===== config.mk =====
export PLATFORM = sky130hd
export DESIGN_NAME = pico_axi_rd_downsizer_flat
export DESIGN_NICKNAME = d
export VERILOG_FILES = /design/src/rtl/pico_axi_rd_downsizer_pkg.sv /design/src/rtl/pico_axi_rd_downsizer_if.sv /design/src/rtl/pico_axi_rd_downsizer_sync_fifo.sv /design/src/rtl/pico_axi_rd_downsizer.sv /design/src/flat_wrapper.sv
export SDC_FILE = /design/constraint.sdc
export NUM_CORES = 1
export LEC_CHECK = 0
export CORE_MARGIN = 2
export CORE_UTILIZATION = 52
export CTS_CLUSTER_SIZE = 12
export DETAILED_ROUTE_END_ITERATION = 8
export PLACE_DENSITY = 0.83
export SYNTH_ARGS = -nofsm -noshare
export SYNTH_HDL_FRONTEND = slang
export SYNTH_SLANG_ARGS = --single-unit

===== constraint.sdc =====
create_clock -name aclk -period 2.7 [get_ports aclk]
set_input_delay 0.27 -clock aclk [delete_from_list [all_inputs] [get_ports aclk]]
set_output_delay 0.27 -clock aclk [all_outputs]
set_load 0.03 [all_outputs]

===== src/rtl/pico_axi_rd_downsizer_pkg.sv =====
// Shared types for the pico AXI read downsizer: response codes, FSM states and beat metadata.
package pico_axi_pkg;

    localparam logic [1:0] RESP_OKAY   = 2'b00;
    localparam logic [1:0] RESP_SLVERR = 2'b10;

    typedef enum logic [0:0] {
        ST_IDLE   = 1'b0,
        ST_STREAM = 1'b1
    } ds_state_e;

    // Width-independent part of a buffered beat; the module wraps it with id/data fields.
    typedef struct packed {
        logic [1:0] resp;
        logic       last;
    } beat_meta_t;

endpackage


===== src/rtl/pico_axi_rd_downsizer_if.sv =====
// AXI read-data channel bundle; the slave modport drives data, the master modport drives rready.
interface pico_axi_rd_downsizer_if #(
    parameter int ID_W   = 8,
    parameter int DATA_W = 128
);
    logic [ID_W-1:0]   rid;
    logic [DATA_W-1:0] rdata;
    logic [1:0]        rresp;
    logic              rlast;
    logic              rvalid;
    logic              rready;

    modport slave  (output rid, rdata, rresp, rlast, rvalid, input  rready);
    modport master (input  rid, rdata, rresp, rlast, rvalid, output rready);
endinterface


===== src/rtl/pico_axi_rd_downsizer_sync_fifo.sv =====
// Synchronous FIFO with async active-low reset; head entry is visible on o_rdata while non-empty.
module pico_sync_fifo #(
    parameter int WIDTH = 8,
    parameter int DEPTH = 4
) (
    input  logic             clk,
    input  logic             rst_n,
    input  logic             i_push,
    input  logic [WIDTH-1:0] i_wdata,
    input  logic             i_pop,
    output logic [WIDTH-1:0] o_rdata,
    output logic             o_full,
    output logic             o_empty
);
    localparam int AW = (DEPTH > 1) ? $clog2(DEPTH) : 1;

    logic [WIDTH-1:0] r_mem [DEPTH];
    logic [AW-1:0]    r_wr_ptr;
    logic [AW-1:0]    r_rd_ptr;
    logic [AW:0]      r_count;
    logic             w_push;
    logic             w_pop;

    assign o_full  = (r_count == (AW+1)'(DEPTH));
    assign o_empty = (r_count == '0);
    assign w_push  = i_push & ~o_full;
    assign w_pop   = i_pop & ~o_empty;
    assign o_rdata = r_mem[r_rd_ptr];

    // Storage, pointers and occupancy; memory is cleared so outputs read zero out of reset.
    always_ff @(posedge clk or negedge rst_n) begin
        if (!rst_n) begin
            for (int i = 0; i < DEPTH; i++) begin
                r_mem[i] <= '0;
            end
            r_wr_ptr <= '0;
            r_rd_ptr <= '0;
            r_count  <= '0;
        end else begin
            if (w_push) begin
                r_mem[r_wr_ptr] <= i_wdata;
                r_wr_ptr        <= r_wr_ptr + AW'(1);
            end
            if (w_pop) begin
                r_rd_ptr <= r_rd_ptr + AW'(1);
            end
            case ({w_push, w_pop})
                2'b10:   r_count <= r_count + (AW+1)'(1);
                2'b01:   r_count <= r_count - (AW+1)'(1);
                default: r_count <= r_count;
            endcase
        end
    end

endmodule


===== src/rtl/pico_axi_rd_downsizer.sv =====
// R-channel downsizer: splits wide master beats into narrow slave beats under a burst-command queue.
// Optional sticky rlast-consistency check enabled by defining PICO_AXI_DS_CHECK_EN.
module pico_axi_rd_downsizer
    import pico_axi_pkg::*;
#(
    parameter int C_AXI_ID_WIDTH         = 8,
    parameter int C_AXI_SLAVE_DATA_WIDTH = 128,
    parameter int UPSIZE_RATIO           = 2,
    parameter int CMD_FIFO_DEPTH         = 4,
    localparam int CW = (UPSIZE_RATIO > 1) ? $clog2(UPSIZE_RATIO) : 1
) (
    input  logic                           aclk,
    input  logic                           aresetn,
    input  logic                           cmd_valid,
    output logic                           cmd_ready,
    input  logic [CW-1:0]                  cmd_start_chunk,
    input  logic [7:0]                     cmd_len,
    pico_axi_rd_downsizer_if.slave         s_axi,
    pico_axi_rd_downsizer_if.master        m_axi,
    output logic                           err_protocol
);
    localparam int W  = C_AXI_SLAVE_DATA_WIDTH;
    localparam int MW = UPSIZE_RATIO * W;

    if (UPSIZE_RATIO == 1) begin : g_bypass
        logic w_unused_bypass;

        assign s_axi.rid     = m_axi.rid;
        assign s_axi.rdata   = m_axi.rdata;
        assign s_axi.rresp   = m_axi.rresp;
        assign s_axi.rlast   = m_axi.rlast;
        assign s_axi.rvalid  = m_axi.rvalid;
        assign m_axi.rready  = s_axi.rready;
        assign cmd_ready     = 1'b1;
        assign err_protocol  = 1'b0;
        assign w_unused_bypass = ^{aclk, aresetn, cmd_valid, cmd_start_chunk, cmd_len};
    end else begin : g_ds
        typedef struct packed {
            logic [C_AXI_ID_WIDTH-1:0] id;
            beat_meta_t                meta;
            logic [MW-1:0]             data;
        } beat_t;

        localparam int BW = $bits(beat_t);
        localparam logic [0:0] S_IDLE   = ST_IDLE;
        localparam logic [0:0] S_STREAM = ST_STREAM;

        logic                             w_cmd_push;
        logic                             w_cmd_pop;
        logic                             w_cmd_full;
        logic                             w_cmd_empty;
        logic [CW+7:0]                    w_cmd_rdata;
        logic                             w_beat_push;
        logic                             w_beat_pop;
        logic                             w_beat_full;
        logic                             w_beat_empty;
        logic [BW-1:0]                    w_beat_wdata;
        logic [BW-1:0]                    w_beat_rdata;
        beat_t                            w_head;
        logic [UPSIZE_RATIO-1:0][W-1:0]   w_chunks;
        logic                             w_hs;
        logic                             w_wrap;
        logic                             w_streaming;
        logic [0:0]                       r_state;
        logic [CW-1:0]                    r_ptr;
        logic [7:0]                       r_left;

        assign cmd_ready    = aresetn & ~w_cmd_full;
        assign w_cmd_push   = cmd_valid & cmd_ready;
        assign m_axi.rready = aresetn & ~w_beat_full;
        assign w_beat_push  = m_axi.rvalid & m_axi.rready;
        assign w_beat_wdata = {m_axi.rid, m_axi.rresp, m_axi.rlast, m_axi.rdata};

        pico_sync_fifo #(.WIDTH(CW + 8), .DEPTH(CMD_FIFO_DEPTH)) u_cmd_fifo (
            .clk     (aclk),
            .rst_n   (aresetn),
            .i_push  (w_cmd_push),
            .i_wdata ({cmd_start_chunk, cmd_len}),
            .i_pop   (w_cmd_pop),
            .o_rdata (w_cmd_rdata),
            .o_full  (w_cmd_full),
            .o_empty (w_cmd_empty)
        );

        pico_sync_fifo #(.WIDTH(BW), .DEPTH(2)) u_beat_fifo (
            .clk     (aclk),
            .rst_n   (aresetn),
            .i_push  (w_beat_push),
            .i_wdata (w_beat_wdata),
            .i_pop   (w_beat_pop),
            .o_rdata (w_beat_rdata),
            .o_full  (w_beat_full),
            .o_empty (w_beat_empty)
        );

        assign w_head      = beat_t'(w_beat_rdata);
        assign w_chunks    = w_head.data;
        assign w_streaming = (r_state == S_STREAM);

        assign s_axi.rvalid = w_streaming & ~w_beat_empty;
        assign s_axi.rdata  = w_chunks[r_ptr];
        assign s_axi.rid    = w_head.id;
        assign s_axi.rresp  = w_head.meta.resp;
        assign s_axi.rlast  = w_streaming & (r_left == 8'd0);

        // Queue pops: commands leave in IDLE, a beat leaves on its last chunk or at burst end.
        always_comb begin
            w_cmd_pop  = 1'b0;
            w_hs       = 1'b0;
            w_wrap     = (r_ptr == CW'(UPSIZE_RATIO - 1));
            w_beat_pop = 1'b0;
            case (r_state)
                S_IDLE: begin
                    w_cmd_pop = ~w_cmd_empty;
                end
                S_STREAM: begin
                    w_hs       = ~w_beat_empty & s_axi.rready;
                    w_beat_pop = w_hs & ((r_left == 8'd0) | w_wrap);
                end
                default: begin
                    w_cmd_pop = 1'b0;
                end
            endcase
        end

        // Burst walker: loads a command, then advances chunk pointer and remaining count per beat.
        always_ff @(posedge aclk or negedge aresetn) begin
            if (!aresetn) begin
                r_state <= S_IDLE;
                r_ptr   <= '0;
                r_left  <= 8'd0;
            end else begin
                case (r_state)
                    S_IDLE: begin
                        if (!w_cmd_empty) begin
                            r_ptr   <= w_cmd_rdata[CW+7:8];
                            r_left  <= w_cmd_rdata[7:0];
                            r_state <= S_STREAM;
                        end
                    end
                    S_STREAM: begin
                        if (w_hs) begin
                            if (r_left == 8'd0) begin
                                r_state <= S_IDLE;
                            end else if (w_wrap) begin
                                r_ptr  <= '0;
                                r_left <= r_left - 8'd1;
                            end else begin
                                r_ptr  <= r_ptr + CW'(1);
                                r_left <= r_left - 8'd1;
                            end
                        end
                    end
                    default: begin
                        r_state <= S_IDLE;
                    end
                endcase
            end
        end

`ifdef PICO_AXI_DS_CHECK_EN
        logic r_err;

        // Sticky flag when the master's rlast disagrees with where the command says the burst ends.
        always_ff @(posedge aclk or negedge aresetn) begin
            if (!aresetn) begin
                r_err <= 1'b0;
            end else if (w_beat_pop) begin
                if ((r_left == 8'd0) && !w_head.meta.last) begin
                    r_err <= 1'b1;
                end else if ((r_left != 8'd0) && w_head.meta.last) begin
                    r_err <= 1'b1;
                end
            end
        end

        assign err_protocol = r_err;
`else
        assign err_protocol = 1'b0;
`endif
    end

endmodule

===== src/flat_wrapper.sv =====
// flat-port wrapper written by rule: the top's interface ports become plain ports
module pico_axi_rd_downsizer_flat import pico_axi_pkg::*;
#(
    parameter int C_AXI_ID_WIDTH         = 8,
    parameter int C_AXI_SLAVE_DATA_WIDTH = 128,
    parameter int UPSIZE_RATIO           = 2,
    parameter int CMD_FIFO_DEPTH         = 4,
    localparam int CW = (UPSIZE_RATIO > 1) ? $clog2(UPSIZE_RATIO) : 1
)
  (aclk, aresetn, cmd_valid, cmd_ready, cmd_start_chunk, cmd_len, err_protocol, s_axi_rid, s_axi_rdata, s_axi_rresp, s_axi_rlast, s_axi_rvalid, s_axi_rready, m_axi_rid, m_axi_rdata, m_axi_rresp, m_axi_rlast, m_axi_rvalid, m_axi_rready);
  pico_axi_rd_downsizer_if s_axi_i ();
  pico_axi_rd_downsizer_if m_axi_i ();
  input  logic aclk;
  input  logic aresetn;
  input  logic cmd_valid;
  output logic cmd_ready;
  input  logic [CW-1:0] cmd_start_chunk;
  input  logic [7:0] cmd_len;
  output logic err_protocol;
  output wire logic [$bits(s_axi_i.rid)-1:0] s_axi_rid;
  output wire logic [$bits(s_axi_i.rdata)-1:0] s_axi_rdata;
  output wire logic [$bits(s_axi_i.rresp)-1:0] s_axi_rresp;
  output wire logic [$bits(s_axi_i.rlast)-1:0] s_axi_rlast;
  output wire logic [$bits(s_axi_i.rvalid)-1:0] s_axi_rvalid;
  input wire logic [$bits(s_axi_i.rready)-1:0] s_axi_rready;
  input wire logic [$bits(m_axi_i.rid)-1:0] m_axi_rid;
  input wire logic [$bits(m_axi_i.rdata)-1:0] m_axi_rdata;
  input wire logic [$bits(m_axi_i.rresp)-1:0] m_axi_rresp;
  input wire logic [$bits(m_axi_i.rlast)-1:0] m_axi_rlast;
  input wire logic [$bits(m_axi_i.rvalid)-1:0] m_axi_rvalid;
  output wire logic [$bits(m_axi_i.rready)-1:0] m_axi_rready;
  assign s_axi_rid = s_axi_i.rid;
  assign s_axi_rdata = s_axi_i.rdata;
  assign s_axi_rresp = s_axi_i.rresp;
  assign s_axi_rlast = s_axi_i.rlast;
  assign s_axi_rvalid = s_axi_i.rvalid;
  assign s_axi_i.rready = s_axi_rready;
  assign m_axi_i.rid = m_axi_rid;
  assign m_axi_i.rdata = m_axi_rdata;
  assign m_axi_i.rresp = m_axi_rresp;
  assign m_axi_i.rlast = m_axi_rlast;
  assign m_axi_i.rvalid = m_axi_rvalid;
  assign m_axi_rready = m_axi_i.rready;
  pico_axi_rd_downsizer #(.C_AXI_ID_WIDTH(C_AXI_ID_WIDTH), .C_AXI_SLAVE_DATA_WIDTH(C_AXI_SLAVE_DATA_WIDTH), .UPSIZE_RATIO(UPSIZE_RATIO), .CMD_FIFO_DEPTH(CMD_FIFO_DEPTH)) u_core (.aclk(aclk), .aresetn(aresetn), .cmd_valid(cmd_valid), .cmd_ready(cmd_ready), .cmd_start_chunk(cmd_start_chunk), .cmd_len(cmd_len), .s_axi(s_axi_i), .m_axi(m_axi_i), .err_protocol(err_protocol));
endmodule

**Word level (Yosys, flattened, before mapping)**

Index checks and enable logic that the tools add are counted.

- Output and inout bits: 143
- Register bits: 591
- Logic and storage cells: 103

- Mux-type cells: 32
- Equality and inequality tests: 9
- Add/sub/neg operators: 10
- Reductions and logical operators: 8
- Bitwise operators: 22
- $lt $le $gt $ge: 7

Operator list:

| cell | number |
|---|---|
| two-way mux 267 bit | 4 |
| bitwise mux 534 bit | 1 |
| demux 267 bit (select 1 bit) | 1 |
| two-way mux 128 bit | 2 |
| bitwise mux 36 bit | 1 |
| two-way mux 9 bit | 3 |
| two-way mux 8 bit | 3 |
| binary-select mux 9 bit (select 2 bit) | 1 |
| demux 9 bit (select 2 bit) | 1 |
| one-hot mux 8 bit (2 select lines) | 1 |
| AND 1 bit | 12 |
| two-way mux 1 bit | 10 |
| zero test 8 bit | 1 |
| subtractor 8 x 1 -> 8 bit, second input constant | 1 |
| adder 2 x 1 -> 2 bit, second input constant | 3 |
| == test 2 bit, second input constant | 3 |
| >= comparator 3 bit, second input constant | 2 |
| inverter 2 -> 3 bit | 2 |
| one-hot mux 3 bit (2 select lines) | 1 |
| inverter 1 bit | 5 |
| == test 2 x 1 -> 1 bit, second input constant | 2 |
| >= comparator 2 bit, second input constant | 2 |
| inequality test 2 bit, second input constant | 2 |
| inverter 1 -> 2 bit | 2 |
| other kinds (17) | 22 |

**Longest topological paths before layout**

- Depth after elaboration: 8
- Gate-level depth with buffers: 10
- Gate-level depth less buffers: 9

**By module**

A second synthesis with hierarchy kept.

- Cells, all modules: 1790
- Area total of the unflattened synthesis: 27301.2 µm²

By module, submodules not included:

| module | instances | area an instance (µm²) | sequential area each (µm²) | cells an instance |
|---|---|---|---|---|
| pico_sync_fifo (u_core.g_ds.u_beat_fifo) | 1 | 23102.2 | 13462.9 | 1442 |
| pico_axi_rd_downsizer | 1 | 2247.2 | 250.2 | 225 |
| pico_sync_fifo (u_core.g_ds.u_cmd_fifo) | 1 | 1951.9 | 1076.0 | 123 |

**Least setup slack after synthesis**

Ideal clock, no wire load.

- Kind: register -> register
- From: register u_core.g_ds.u_cmd_fifo.r_count[0]
- To: register u_core.g_ds.u_cmd_fifo.r_count[2]
- Data required time: 2620 ps
- Arrival time: 2010 ps
- Cell stages (with the launch flop): 11
- Clock period less this slack: 2090 ps
- Setup slack: 610 ps
- Path through: dfrtp_1 nor3_2 or2_2 buf_2 clkinv_1 ha_1 inv_1 fa_1 xor2_1 nor2_1 xnor2_1

RTL lines:

| item | RTL line | text |
|---|---|---|
| from (decl) | pico_axi_rd_downsizer_sync_fifo.sv:20 | `logic [AW:0] r_count;` |
| from (signal assigned) | pico_axi_rd_downsizer_sync_fifo.sv:48 | `2'b10: r_count <= r_count + (AW+1)'(1);` |
| from (signal assigned) | pico_axi_rd_downsizer_sync_fifo.sv:49 | `2'b01: r_count <= r_count - (AW+1)'(1);` |
| from (signal assigned) | pico_axi_rd_downsizer_sync_fifo.sv:50 | `default: r_count <= r_count;` |
| zero test 3 bit * | pico_axi_rd_downsizer_sync_fifo.sv:25 | `assign o_empty = (r_count == '0);` |
| inverter 1 bit * | pico_axi_rd_downsizer_sync_fifo.sv:27, pico_axi_rd_downsizer.sv:114 |  |
| two-way mux 1 bit | pico_axi_rd_downsizer.sv:112 | `case (r_state)` |
| AND 1 bit * | pico_axi_rd_downsizer_sync_fifo.sv:27 | `assign w_pop = i_pop & ~o_empty;` |
| via u_core.g_ds.u_cmd_fifo.w_pop | pico_axi_rd_downsizer_sync_fifo.sv:22 | `logic w_pop;` |
| == test 2 x 1 -> 1 bit / == test 2 bit (equally long branches) | pico_axi_rd_downsizer_sync_fifo.sv:47 | `case ({w_push, w_pop})` |
| one-hot mux 3 bit (2 select lines) / nonzero test 2 bit (equally long branches) | n/a |  |

Mark *: on every way through the listed nets, which the timed path passes. The rest lies on a longest branch.
A chain may end at the register's enable or synchronous reset.

**Worst setup path after layout**

- From: register u_core.g_ds.u_beat_fifo.r_rd_ptr
- To: output port s_axi_rdata[27]

- Longest elaborated chain between the ends: 6

RTL lines:

| item | RTL line | text |
|---|---|---|
| from (decl) | pico_axi_rd_downsizer_sync_fifo.sv:19 | `logic [AW-1:0] r_rd_ptr;` |
| from (signal assigned) | pico_axi_rd_downsizer_sync_fifo.sv:45 | `r_rd_ptr <= r_rd_ptr + AW'(1);` |
| inverter 1 -> 2 bit (implied by the code) | pico_axi_rd_downsizer_sync_fifo.sv:28 | `assign o_rdata = r_mem[r_rd_ptr];` |
| two-way mux 267 bit (implied by the code) (3 in a row) | pico_axi_rd_downsizer_sync_fifo.sv:28 |  |
| two-way mux 128 bit (implied by the code) (2 in a row) | pico_axi_rd_downsizer.sv:101 | `assign s_axi.rdata = w_chunks[r_ptr];` |
| to (decl) | flat_wrapper.sv:21 | `output wire logic [$bits(s_axi_i.rdata)-1:0] s_axi_rdata;` |

Every way passes these cells. The select of a mux whose other input is x is not followed.

==> out/metrics.cfg <==
[status]
status = finished, final reports clean

[synth]
synthCells = 1086
ys_types = 52
yosys_warnings = 0
avgSynthCellArea_um2 = 14.0
ys_ff_latch = 335
syn_area_mm2 = 0.0152
yosysSeqAreaShare_pct = 55.3
async_flop_share_pct = 100
synth-edff-count = 0
synth-main-ff-cell = dfrtp_1
netlist.area_leader.share_pct = 55.3
synthTopCellsByArea = dfrtp_1, mux2_2, mux2i_1, nor2_1, mux4_2
yosys.area.top_type = dfrtp_1

[floorplanning]
rows = 62
start_util_pct = 52.8
fp.dieH_um = 175
io_pins = 296
die_w_um = 175
core_area_mm2 = 0.0287
die_area_mm2 = 0.0305

[timing]
finalSetupViolCount = 0
timing.slew.headroom_pct = 43.3
finalHoldViolCount = 0
drv_slew = 0
setup_tns_ns = 0
min_period_ns = 2.67
clock.fmax_mhz = 375
worst_slack_ns = 0.0328
tightest_slew_ns = 0.850
fin_skew_ns = 0.00869
period_share_pct = 98.8

[global_routing]
grt_use_total_pct = 21.8
first_global_vias = 10100
antenna_found_initial = 2
grt_max_degree = 114
grt_pass1_wl_um = 53800
grt_overflow = 0

[cts]
cts.sinks = 335
cts-root-buf = clkbuf_16
numCtsBuffers = 36
clockBufferDepth = 3
clkSlewWorstSetupHoldPaths_ns = 0.06
cts_tree = done
h-tree-depth = 2
clock_latency_ns = 0.50

[critical_path]
cp_cell_sequence = buf_16 -> mux2i_1 -> nor2_1 -> clkdlybuf4s50_1
ff2ff_setup_slack_ns = 0.50
critical_path.endpoint_type = output port
worst_ep_required_time_ns = 2.43
startpoint = u_core.g_ds.u_beat_fifo.r_rd_ptr$_DFFE_PN0P_
reg2reg_depth = 6
critPathLaunchType = flip-flop
worstPathArrival_ns = 2.40
slowest_stage = clkdlybuf4s50_1
r2r_end = u_core.g_ds.r_left[6]$_DFFE_PN0P_
worstReg2RegStart = u_core.g_ds.r_left[0]$_DFFE_PN0P_
worstSetupPathType = flip-flop to output port
cpPeakStageDelay_ns = 0.69
cp_max_fo = 60
critical_path.endpoint = s_axi_rdata[27]

[placement]
placed_area_mm2 = 0.0184
portBuffers = 284
gp_congestion = 0.811
place_hpwl_um = 21700
pre_cts_slack_ns = 0.323

[routing]
vias = 9497
drt-wirelength-per-cell_um = 18.8
dr.pass1.iters = 4
drc = 0
ant_nets = 0
initialDrtViolationCount = 478
routed_wl_um = 33300
viasPerCell = 5.37

[layout]
area_delta_synth_final_pct = 29.5
final_nets = 1523
layout_commonest_cell = dfrtp_1
fin_area_mm2 = 0.0196
drive_above_1_share_pct = 30.0
nFillCells = 2068
final_cell_mix = dfrtp_1, mux2_2, clkdlybuf4s50_1

[power]
irDropWorstVdd_uv = 761
p_leak_nw = 9.16
power.total_w = 0.0258
power_density_mw_per_mm2 = 1320

[flow_run]
cap_violations = 0

[min_path]
hp-class = primary input to asynchronous set/reset pin

-- metal layers --
layer	track usage [%]	part of all wire [%]
met5	0	0
met4	6.18	2.2
met3	5.68	6.3
met2	36.5	50
met1	28.3	42
-- synthesized netlist by cell type, types with 2 or more instances --
cell type and n:
mux2_2 313, nand4_1 2, buf_4 21, o21a_1 2, a311o_1 2, mux4_2 20, nor4_1 2, mux2i_1 120
o2bb2ai_1 2, nand2_1 11, nor2_1 124, nor3_1 5, clkbuf_1 18, o311a_1 2, o21ai_0 4, dfrtp_1 335
inv_1 12, ha_1 7, xnor2_1 8, nand3_1 5, and3_1 3, buf_2 35, xor2_1 2, buf_1 3
-- registers in the layout, indices dropped and copies added, names as in the netlist, 2 cells and up --
signal,count
u_core.g_ds.r_left,8
u_core.g_ds.u_beat_fifo.r_count,2
u_core.g_ds.u_beat_fifo.r_mem,278
u_core.g_ds.u_cmd_fifo.r_count,3
u_core.g_ds.u_cmd_fifo.r_mem,36
u_core.g_ds.u_cmd_fifo.r_rd_ptr,2
u_core.g_ds.u_cmd_fifo.r_wr_ptr,2
-- cell families after synthesis --
logic type / after synthesis / share of synthesized area (%)
other: 1 / 0.0247
multiplexers: 454 / 34.2
AND/OR/NAND/NOR: 162 / 4.56
adder cells (fa/ha/maj): 8 / 0.710
AO/OA/AOI/OAI: 25 / 1.49
buffers and inverters: 91 / 3.11
XOR/XNOR: 10 / 0.578
flip-flops: 335 / 55.3
-- power breakdown --
| group | total (W) | leakage (nW) | switching (W) | internal, W |
|---|---|---|---|---|
| sequential | 0.00890 | 3.98 | 0.00136 | 0.00754 |
| clock | 0.00445 | 0.515 | 0.00184 | 0.00261 |
| combinational | 0.0125 | 4.66 | 0.00637 | 0.00611 |
| total | 0.0258 | 9.16 | 0.00956 | 0.0163 |
-- worst max-delay path: cells and delay by family, from the launching register on --
family        cells  cell delay, ns
buf+inv           2            1.01
simple gates      1            0.15
mux               1            0.16
flops             1            0.47
-- worst min path at each step --
stage                 start                                              to
finish              aresetn    u_core.g_ds.u_beat_fifo.r_rd_ptr$_DFFE_PN0P_
global route        aresetn    u_core.g_ds.u_beat_fifo.r_rd_ptr$_DFFE_PN0P_
CTS                 aresetn  u_core.g_ds.u_beat_fifo.r_mem[290]$_DFFE_PN0P_
detailed placement  aresetn  u_core.g_ds.u_beat_fifo.r_mem[290]$_DFFE_PN0P_
global placement    aresetn    u_core.g_ds.u_beat_fifo.r_rd_ptr$_DFFE_PN0P_
floorplan           aresetn               u_core.g_ds.r_left[0]$_DFFE_PN0P_
-- through the flow --
step                      hold WS (ns)  std cells  util (%)
after floorplan                -0.0256       1096         -
after global placement           0.163       1706      64.1
after detailed placement         0.161       1706      64.1
after CTS                        0.232       1765      67.8
after global routing             0.233       1768      68.4
final                            0.241       1768      68.4
-- timing repair --
item                                    4_1_cts  5_1_grt
hold buffers                                  1        0
endpoints found under the hold margin        30        0
endpoints found under the setup margin        5       70
setup buffers                                 0        1
gates cloned                                  0        0
resized for setup                             5       48
-- layout make-up --
| cell class | instances | area [µm²] | area share [%] |
|---|---|---|---|
| diodes | 2 | 5.00 | 0.0255 |
| clock buffers | 53 | 1030 | 5.23 |
| clock inverters | 5 | 27.5 | 0.140 |
| inverters | 13 | 48.8 | 0.249 |
| multi-input cells | 670 | 6360 | 32.4 |
| flip-flops and latches | 335 | 8390 | 42.7 |
| well taps | 384 | 480 | 2.45 |
| repair buffers | 306 | 3290 | 16.8 |
No activity file was read; power rests on OpenSTA's default activity.
